--- config.mk ---
export PLATFORM = sky130hd
export DESIGN_NAME = dds_param_sequencer
export DESIGN_NICKNAME = d
export VERILOG_FILES = /design/src/rtl/dds_param_sequencer.sv
export SDC_FILE = /design/constraint.sdc
export NUM_CORES = 1
export LEC_CHECK = 0
export ABC_AREA = 1
export CAP_MARGIN = 20
export CELL_PAD_IN_SITES_DETAIL_PLACEMENT = 1
export CELL_PAD_IN_SITES_GLOBAL_PLACEMENT = 1
export CORE_MARGIN = 4
export CORE_UTILIZATION = 35
export CTS_BUF_LIST = sky130_fd_sc_hd__clkbuf_8
export DETAILED_ROUTE_END_ITERATION = 8
export DONT_BUFFER_PORTS = 1
export PLACE_DENSITY = 0.6
export SLEW_MARGIN = 20
export SYNTH_ARGS = -nofsm -noshare
export SYNTH_HDL_FRONTEND = slang
export SYNTH_SLANG_ARGS = --single-unit
--- constraint.sdc ---
create_clock -name clk -period 3.7 [get_ports clk]
set_input_delay 0.74 -clock clk [delete_from_list [all_inputs] [get_ports clk]]
set_output_delay 0.74 -clock clk [all_outputs]
set_load 0.03 [all_outputs]
--- src/rtl/dds_param_sequencer.sv ---
// dds_param_sequencer
// Configuration controller for one PWM/DDS waveform channel. Host writes land in shadow
// registers; a commit arms the block, and the shadows are applied atomically on the next
// generator period boundary (wrap). An optional sweep then walks the active step word from
// step_start toward step_stop, one increment every `dwell` periods.
//
// Ports:
//   clk, reset        - system clock (rising edge), asynchronous active-low reset
//   cfg_valid/ready   - host write handshake; ready is low only while armed
//   cfg_addr/cfg_data - register select (0 duty .. 6 control, 7 commit) and LSB-aligned data
//   wrap              - one-cycle period-boundary pulse from the generator
//   duty_out, phase_out, step_out - active parameters driven to the generator
//   busy              - high while armed or sweeping
//   sweep_done        - one-cycle pulse when a non-looping sweep finishes
module dds_param_sequencer #(
    parameter int unsigned STEP_W  = 23,
    parameter int unsigned PHASE_W = 7,
    parameter int unsigned DWELL_W = 16
) (
    input  logic               clk,
    input  logic               reset,
    input  logic               cfg_valid,
    output logic               cfg_ready,
    input  logic [2:0]         cfg_addr,
    input  logic [STEP_W-1:0]  cfg_data,
    input  logic               wrap,
    output logic [PHASE_W-1:0] duty_out,
    output logic [PHASE_W-1:0] phase_out,
    output logic [STEP_W-1:0]  step_out,
    output logic               busy,
    output logic               sweep_done
);

    typedef enum logic [1:0] {StIdle, StArmed, StRun, StSweep} state_t;

    state_t state_q, state_d;

    // Shadow registers written by the host
    logic [PHASE_W-1:0] sh_duty, sh_phase;
    logic [STEP_W-1:0]  sh_start, sh_stop, sh_inc;
    logic [DWELL_W-1:0] sh_dwell;
    logic [1:0]         sh_ctrl;

    // Sweep parameters frozen at apply so later host writes cannot disturb a running sweep
    logic [STEP_W-1:0]  act_start, act_stop, act_inc;
    logic [DWELL_W-1:0] act_dwell_m1;
    logic               act_loop;
    logic [DWELL_W-1:0] dwell_cnt;

    logic               wr_en, commit, apply, sweep_wrap, sweep_start, dwell_hit;
    logic               next_fits, sweep_end;
    logic [STEP_W:0]    step_next;
    logic [DWELL_W-1:0] sh_dwell_m1;

    assign wr_en       = cfg_valid & cfg_ready;
    assign commit      = wr_en && (cfg_addr == 3'd7);
    assign apply       = (state_q == StArmed) && wrap;
    assign sweep_wrap  = (state_q == StSweep) && wrap;
    assign sweep_start = sh_ctrl[0] && (sh_start < sh_stop);
    // A dwell of zero behaves as one period per step
    assign sh_dwell_m1 = (sh_dwell == '0) ? '0 : sh_dwell - DWELL_W'(1);
    assign dwell_hit   = (dwell_cnt == act_dwell_m1);
    // One extra bit so an increment past the top of the step range still compares correctly
    assign step_next   = {1'b0, step_out} + {1'b0, act_inc};
    assign next_fits   = step_next <= {1'b0, act_stop};
    assign sweep_end   = sweep_wrap && dwell_hit && !next_fits && !act_loop;

    always_ff @(posedge clk or negedge reset) begin
        if (!reset) begin
            state_q <= StIdle;
        end else begin
            state_q <= state_d;
        end
    end

    always_comb begin
        state_d   = state_q;
        cfg_ready = 1'b1;
        busy      = 1'b0;
        unique case (state_q)
            StIdle: ;
            StArmed: begin
                cfg_ready = 1'b0;
                busy      = 1'b1;
                if (wrap) begin
                    state_d = sweep_start ? StSweep : StRun;
                end
            end
            StRun: ;
            StSweep: begin
                busy = 1'b1;
                if (sweep_end) begin
                    state_d = StRun;
                end
            end
            default: state_d = StIdle;
        endcase
        // Commit wins over a same-cycle sweep end; the wrap itself is still consumed above
        if (commit) begin
            state_d = StArmed;
        end
    end

    always_ff @(posedge clk or negedge reset) begin
        if (!reset) begin
            sh_duty      <= PHASE_W'(64);
            sh_phase     <= '0;
            sh_start     <= '0;
            sh_stop      <= '0;
            sh_inc       <= '0;
            sh_dwell     <= DWELL_W'(1);
            sh_ctrl      <= '0;
            act_start    <= '0;
            act_stop     <= '0;
            act_inc      <= '0;
            act_dwell_m1 <= '0;
            act_loop     <= 1'b0;
            dwell_cnt    <= '0;
            duty_out     <= PHASE_W'(64);
            phase_out    <= '0;
            step_out     <= '0;
            sweep_done   <= 1'b0;
        end else begin
            sweep_done <= 1'b0;
            if (wr_en) begin
                unique case (cfg_addr)
                    3'd0: sh_duty  <= cfg_data[PHASE_W-1:0];
                    3'd1: sh_phase <= cfg_data[PHASE_W-1:0];
                    3'd2: sh_start <= cfg_data;
                    3'd3: sh_stop  <= cfg_data;
                    3'd4: sh_inc   <= cfg_data;
                    3'd5: sh_dwell <= cfg_data[DWELL_W-1:0];
                    3'd6: sh_ctrl  <= cfg_data[1:0];
                    3'd7: ;
                    default: ;
                endcase
            end
            if (apply) begin
                duty_out     <= sh_duty;
                phase_out    <= sh_phase;
                step_out     <= sh_start;
                act_start    <= sh_start;
                act_stop     <= sh_stop;
                act_inc      <= sh_inc;
                act_dwell_m1 <= sh_dwell_m1;
                act_loop     <= sh_ctrl[1];
                dwell_cnt    <= '0;
                // Sweep requested but nothing to sweep: finish immediately
                sweep_done   <= sh_ctrl[0] && !sweep_start;
            end else if (sweep_wrap) begin
                if (dwell_hit) begin
                    dwell_cnt <= '0;
                    if (next_fits) begin
                        step_out <= step_next[STEP_W-1:0];
                    end else if (act_loop) begin
                        step_out <= act_start;
                    end else begin
                        step_out   <= act_stop;
                        sweep_done <= !commit;
                    end
                end else begin
                    dwell_cnt <= dwell_cnt + DWELL_W'(1);
                end
            end
        end
    end

endmodule

## Word level (Yosys, flattened, before mapping)

Index checks and enable logic that the tools add are counted.
W data, S select, Z words.

| storage, ports and cells | value |
|---|---|
| output and inout port bits | 40 |
| logic and storage cells | 84 |
| input port bits | 30 |
| register bits after elaboration | 243 |

| operators by class | value |
|---|---|
| bitwise logic cells | 1 |
| $lt $le $gt $ge | 2 |
| muxes and demuxes | 21 |
| reductions and logical operators | 27 |
| $add $sub $neg | 3 |
| equal/unequal tests | 12 |

Operator list:

| kind | number |
|---|---|
| $mux W23 | 5 |
| $mux W16 | 4 |
| $add A23 B23 Y24 | 1 |
| $le A24 B23 Y1 | 1 |
| $lt A23 B23 Y1 | 1 |
| $add A16 B1 Y16 const B | 1 |
| $eq A16 B16 Y1 | 1 |
| $logic_not A16 Y1 | 1 |
| $reduce_and A2 Y1 | 8 |
| $sub A16 B1 Y16 const B | 1 |
| $eq A3 B3 Y1 const B | 4 |
| $logic_and A1 B1 Y1 | 8 |
| $mux W1 | 8 |
| $eq A3 B2 Y1 const B | 2 |
| $mux W2 | 3 |
| $ne A3 B3 Y1 const B | 2 |
| $logic_not A1 Y1 | 4 |
| $pmux W2 S2 | 1 |
| $reduce_bool A2 Y1 | 2 |
| $eq A3 B1 Y1 const B | 1 |
| $logic_not A3 Y1 | 1 |
| $reduce_and A3 Y1 | 1 |
| $reduce_bool A3 Y1 | 1 |
| $eq A2 B1 Y1 const B | 1 |
| other kinds (3) | 3 |

## Logic depth before layout (Yosys ltp)

| depth | value |
|---|---|
| word-level depth | 10 |
| mapped depth | 26 |
| depth with buffers taken out | 25 |

## Worst setup path after synthesis

OpenSTA, ideal clock, no wires.

| path | value |
|---|---|
| path kind | flip-flop to flip-flop |
| from | register step_out[0] |
| to | register step_out[16] |
| arrival | 3.486 ns |
| period minus slack after synthesis | 3.608 ns |
| slack | 0.092 ns |
| stages on the path, launching flop included | 26 |
| path buffers | 1 |
| setup time | 0.122 ns |
| required time | 3.578 ns |
| cells stage by stage | dfrtp_1 -> ha_1 -> inv_1 -> fa_1 -> inv_1 -> nand3_1 -> nand2_1 -> nand2_1 -> nand2_1 -> a21boi_0 -> o21bai_1 -> nand2_1 -> nand2_1 -> xnor2_1 -> inv_1 -> ha_1 -> nand2_1 -> nor3_1 -> nand2_1 -> nor2_2 -> nand3_4 -> nand2_4 -> buf_12 -> nand2_2 -> nand3_2 -> a21oi_2 |

| on the way | value |
|---|---|
| longest elaborated chain between the ends | 6 |

Ends and longest elaborated chain:

| element | line | RTL |
|---|---|---|
| from (decl) | 29 | `output logic [STEP_W-1:0] step_out,` |
| from (signal assigned) | 141 | `step_out <= sh_start;` |
| from (signal assigned) | 154 | `step_out <= step_next[STEP_W-1:0];` |
| from (signal assigned) | 156 | `step_out <= act_start;` |
| $add A23 B23 Y24 (*) | 64 | `assign step_next = {1'b0, step_out} + {1'b0, act_inc};` |
| $le A24 B23 Y1 | 65 | `assign next_fits = step_next <= {1'b0, act_stop};` |
| $mux W23 (*) | 153 | `if (next_fits) begin` |
| $mux W23 (*) | 151 | `if (dwell_hit) begin` |
| $mux W23 (*) | 150 | `end else if (sweep_wrap) begin` |
| $mux W23 (*) | 138 | `if (apply) begin` |

Mark *: on every way between the ends. The rest lies on a longest branch, timed or not. The select of a mux whose other input is x is not followed.
A chain may end at the register's enable or synchronous reset.

## Final worst setup path

| path | value |
|---|---|
| from | register act_inc[0] |
| to | register step_out[22] |

| on the way | value |
|---|---|
| longest elaborated chain between the ends | 6 |

Ends and longest elaborated chain:

| element | line | RTL |
|---|---|---|
| from (decl) | 45 | `logic [STEP_W-1:0] act_start, act_stop, act_inc;` |
| from (signal assigned) | 144 | `act_inc <= sh_inc;` |
| $add A23 B23 Y24 (*) | 64 |  |
| $le A24 B23 Y1 | 65 |  |
| $mux W23 (*) | 153 |  |
| $mux W23 (*) | 151 |  |
| $mux W23 (*) | 150 |  |
| $mux W23 (*) | 138 |  |

Marked as above.

==> results.json <==
{
  "numClockSinks": 243,
  "layout-drive-gt1-share": 0.1867,
  "setup_tns_ps": 0,
  "cts_tree": "built",
  "mostFrequentLayoutCell": "nand2_1",
  "worst-setup-path-type": "reg2reg",
  "p_per_area_nw_per_um2": 1098,
  "die_w_um": 203.6,
  "slew_viol_final": 0,
  "path_cells": "ha_2 -> inv_2 -> fa_2 -> inv_2 -> nand3_2 -> nand2_2 -> nand2_2 -> nand2_4 -> a21boi_2 -> o21bai_2 -> xnor2_2 -> inv_1 -> ha_1 -> nand4_1 -> nor4_4 -> nand4_1 -> nand3_4 -> nand2_4 -> buf_12 -> buf_12 -> nand2_4 -> nand3_2 -> a21oi_2",
  "antenna_found_initial": 0,
  "cp.arrival_ps": 4160,
  "maxSlewHeadroom": 0.2764,
  "antenna_cells": 0,
  "cts_buffers": 44,
  "yosysSeqAreaShare": 0.4546,
  "placed_cells": 2106,
  "setup_violations": 0,
  "viasPerCell": 4.923,
  "drv_cap": 0,
  "fin_nets": 1757,
  "dp_hpwl_mm": 28.67,
  "clock_latency_ps": 570,
  "p_sw_frac": 0.4601,
  "first_pass_iters": 4,
  "peakVddDrop_uv": 713.1,
  "gr-usage-all-layers": 0.1955,
  "root_buffer": "clkbuf_8",
  "p_sw_uw": 7846,
  "wl_per_cell_um": 18.51,
  "seqPwrFrac": 0.279,
  "ys_warn_count": 0,
  "initialDrtViolationCount": 507,
  "cp_max_fo": 6,
  "violations": "hold timing",
  "crit_family": "simple AND/OR/NAND/NOR gates",
  "place_congestion": 0.8303,
  "grt_pass1_vias": 11580,
  "layoutNonFillerInstCount": 2198,
  "cp_common_cell": "nand2_4",
  "synth-main-ff-cell": "dfrtp_1",
  "ys_ff_latch": 243,
  "grt-ovfl-total": 0,
  "portBuffers": 0,
  "final.period_utilization": 0.9994,
  "timing.rr.end": "step_out[22]",
  "syn_nets": 1704,
  "ff2ff_setup_slack_ps": 2,
  "cp_num_cells": 23,
  "drc": 0,
  "fin_crit_ps": 3698,
  "num_vias": 10820,
  "pwr-share-comb": 0.570,
  "leakagePower_uw": 0.007643,
  "worstPathRequired_ps": 4170,
  "boundaryPins": 70,
  "area_growth_pct": 16.00,
  "hold_class": "in2async",
  "internal_power_uw": 9207,
  "rsz0062_at_grt": "yes",
  "reg2reg_depth": 23,
  "die-area_um2": 41430,
  "dieHeight_um": 203.6,
  "design.core.area_um2": 37670,
  "crit_path_top_delay_cell": "fa_2",
  "syn_area_um2": 13380,
  "fill_cells": 4531,
  "dpl_cell_area_um2": 14090,
  "start_kind": "register",
  "critPathBufInv": 5,
  "cts_max_level": 2,
  "routed_wl_mm": 40.67,
  "critical_path.endpoint_type": "register",
  "synth.area.top_cells": "dfrtp_1 (45%), nand2_1 (12%), o21ai_0 (7.3%)",
  "synth_area_per_cell_um2": 8.349,
  "whs_ps": -125.6,
  "yosys.area.top_type_share": 0.4487,
  "grt_max_degree": 244,
  "synth_edf_count": 0,
  "layout_common_cells": "nand2_1 (405), dfrtp_1 (239), inv_1 (203)",
  "start_util": 0.3553,
  "ys_async_sr_fraction": 1.000,
  "max_freq_ghz": 0.2704,
  "cts_buffer_depth": 3,
  "skew_ps": 32.26,
  "synth_area_leader_cell": "dfrtp_1",
  "ant_nets": 0,
  "path_clk_slew_ps": 60,
  "rows": 71,
  "status": "finished, violations left",
  "hold_viol": 240,
  "power_frac_clock": 0.151,
  "yosysUniqueCellTypes": 56,
  "tightestPinTransition_ps": 1085,
  "post-route-util": 0.4122,
  "timing.rr.start": "act_inc[0]",
  "slowest_delay_ps": 380,
  "fin_area_um2": 15530,
  "syn_inst": 1603,
  "grt_pass1_wl_mm": 64.60
}
[cell families after synthesis]
group                    count (synthesis)  share of synthesized area
AO/OA/AOI/OAI                          336                     0.1424
buffers and inverters                  264                    0.08666
AND/OR/NAND/NOR                        646                     0.2213
adder cells (fa/ha/maj)                 71                    0.06693
flip-flops                             243                     0.4546
XOR/XNOR                                43                    0.02814
[power by group through the flow]
stage | logic [uW] | clock network, uW | registers [uW]
4_1_cts | 9150 | 2660 | 4740
3_3_place_gp | 8300 | 0 | 4740
5_1_grt | 10900 | 2790 | 4910
2_1_floorplan | 6210 | 0 | 4660
3_5_place_dp | 8520 | 0 | 4770
6_report | 9720 | 2570 | 4760
[sequential cells by signal (all words and copies together), names as in the netlist]
register / count
act_inc: 23
act_start: 23
act_stop: 23
sh_inc: 23
sh_start: 23
sh_stop: 23
step_out: 23
act_dwell_m1: 16
dwell_cnt: 16
sh_dwell: 16
duty_out: 7
phase_out: 7
sh_duty: 7
sh_phase: 7
sh_ctrl: 2
state_q: 2
act_loop: 1
sweep_done: 1
[Yosys cell counts, drive strengths merged, types with 2 or more instances]
master,number
o22ai,8
dfstp,3
a211oi,5
nor2,88
a31oi,6
o21ai,196
a21o,6
o31ai,2
o21a,2
nor3b,2
dlygate4sd1,2
a21oi,95
nor4,3
dfrtp,240
inv,203
buf,14
nand4,15
nand3,68
nor3,21
o21bai,6
a311oi,2
a221oi,2
ha,70
nand2,445
xnor2,19
clkbuf,43
xor2,24
[per-layer routing]
metal | track usage | routed length [um] | vias up | share of wire
li1 | - | - | 5283 | -
met1 | 0.2481 | 18210 | 5350 | 0.45
met2 | 0.3510 | 20370 | 127 | 0.50
met3 | 0.03037 | 1147 | 60 | 0.028
met4 | 0.04674 | 954 | 0 | 0.023
met5 | 0 | 0 | - | 0
[how the worst max path moves through the flow]
stage / startpoint / to / slack [ps]
after floorplan: step_out[0] / step_out[16] / 90
after global placement: act_inc[6] / step_out[22] / -250
after detailed placement: act_inc[6] / step_out[22] / -280
after CTS: step_out[0] / step_out[18] / -20
after global routing: step_out[0] / step_out[1] / -210
final: act_inc[0] / step_out[22] / 2
[what timing repair did]
| action | in CTS | in global routing |
|---|---|---|
| endpoints found under the hold margin | 240 | 240 |
| gates cloned | 1 | 0 |
| setup buffers | 5 | 9 |
| resized for setup | 26 | 52 |
| setup endpoints to repair | 26 | 26 |
| pin swaps | 7 | 24 |
[stage by stage]
stage	worst slack, ps	total power, uW
floorplan	92.04	10870
global route	-211.3	18610
global placement	-248.3	13040
CTS	-16.38	16550
finish	2.077	17050
detailed placement	-276.4	13290
[final cells by class]
cell class	instances	area [um^2]	area share
clock buffers	58	798.3	0.05141
multi-input cells	1096	6528	0.4204
well taps	511	639.4	0.04118
clock inverters	19	85.08	0.005480
inverters	203	764.5	0.04924
flip-flops and latches	243	6086	0.3920
repair buffers	68	625.6	0.04029
No activity file was read; power rests on OpenSTA's default activity.
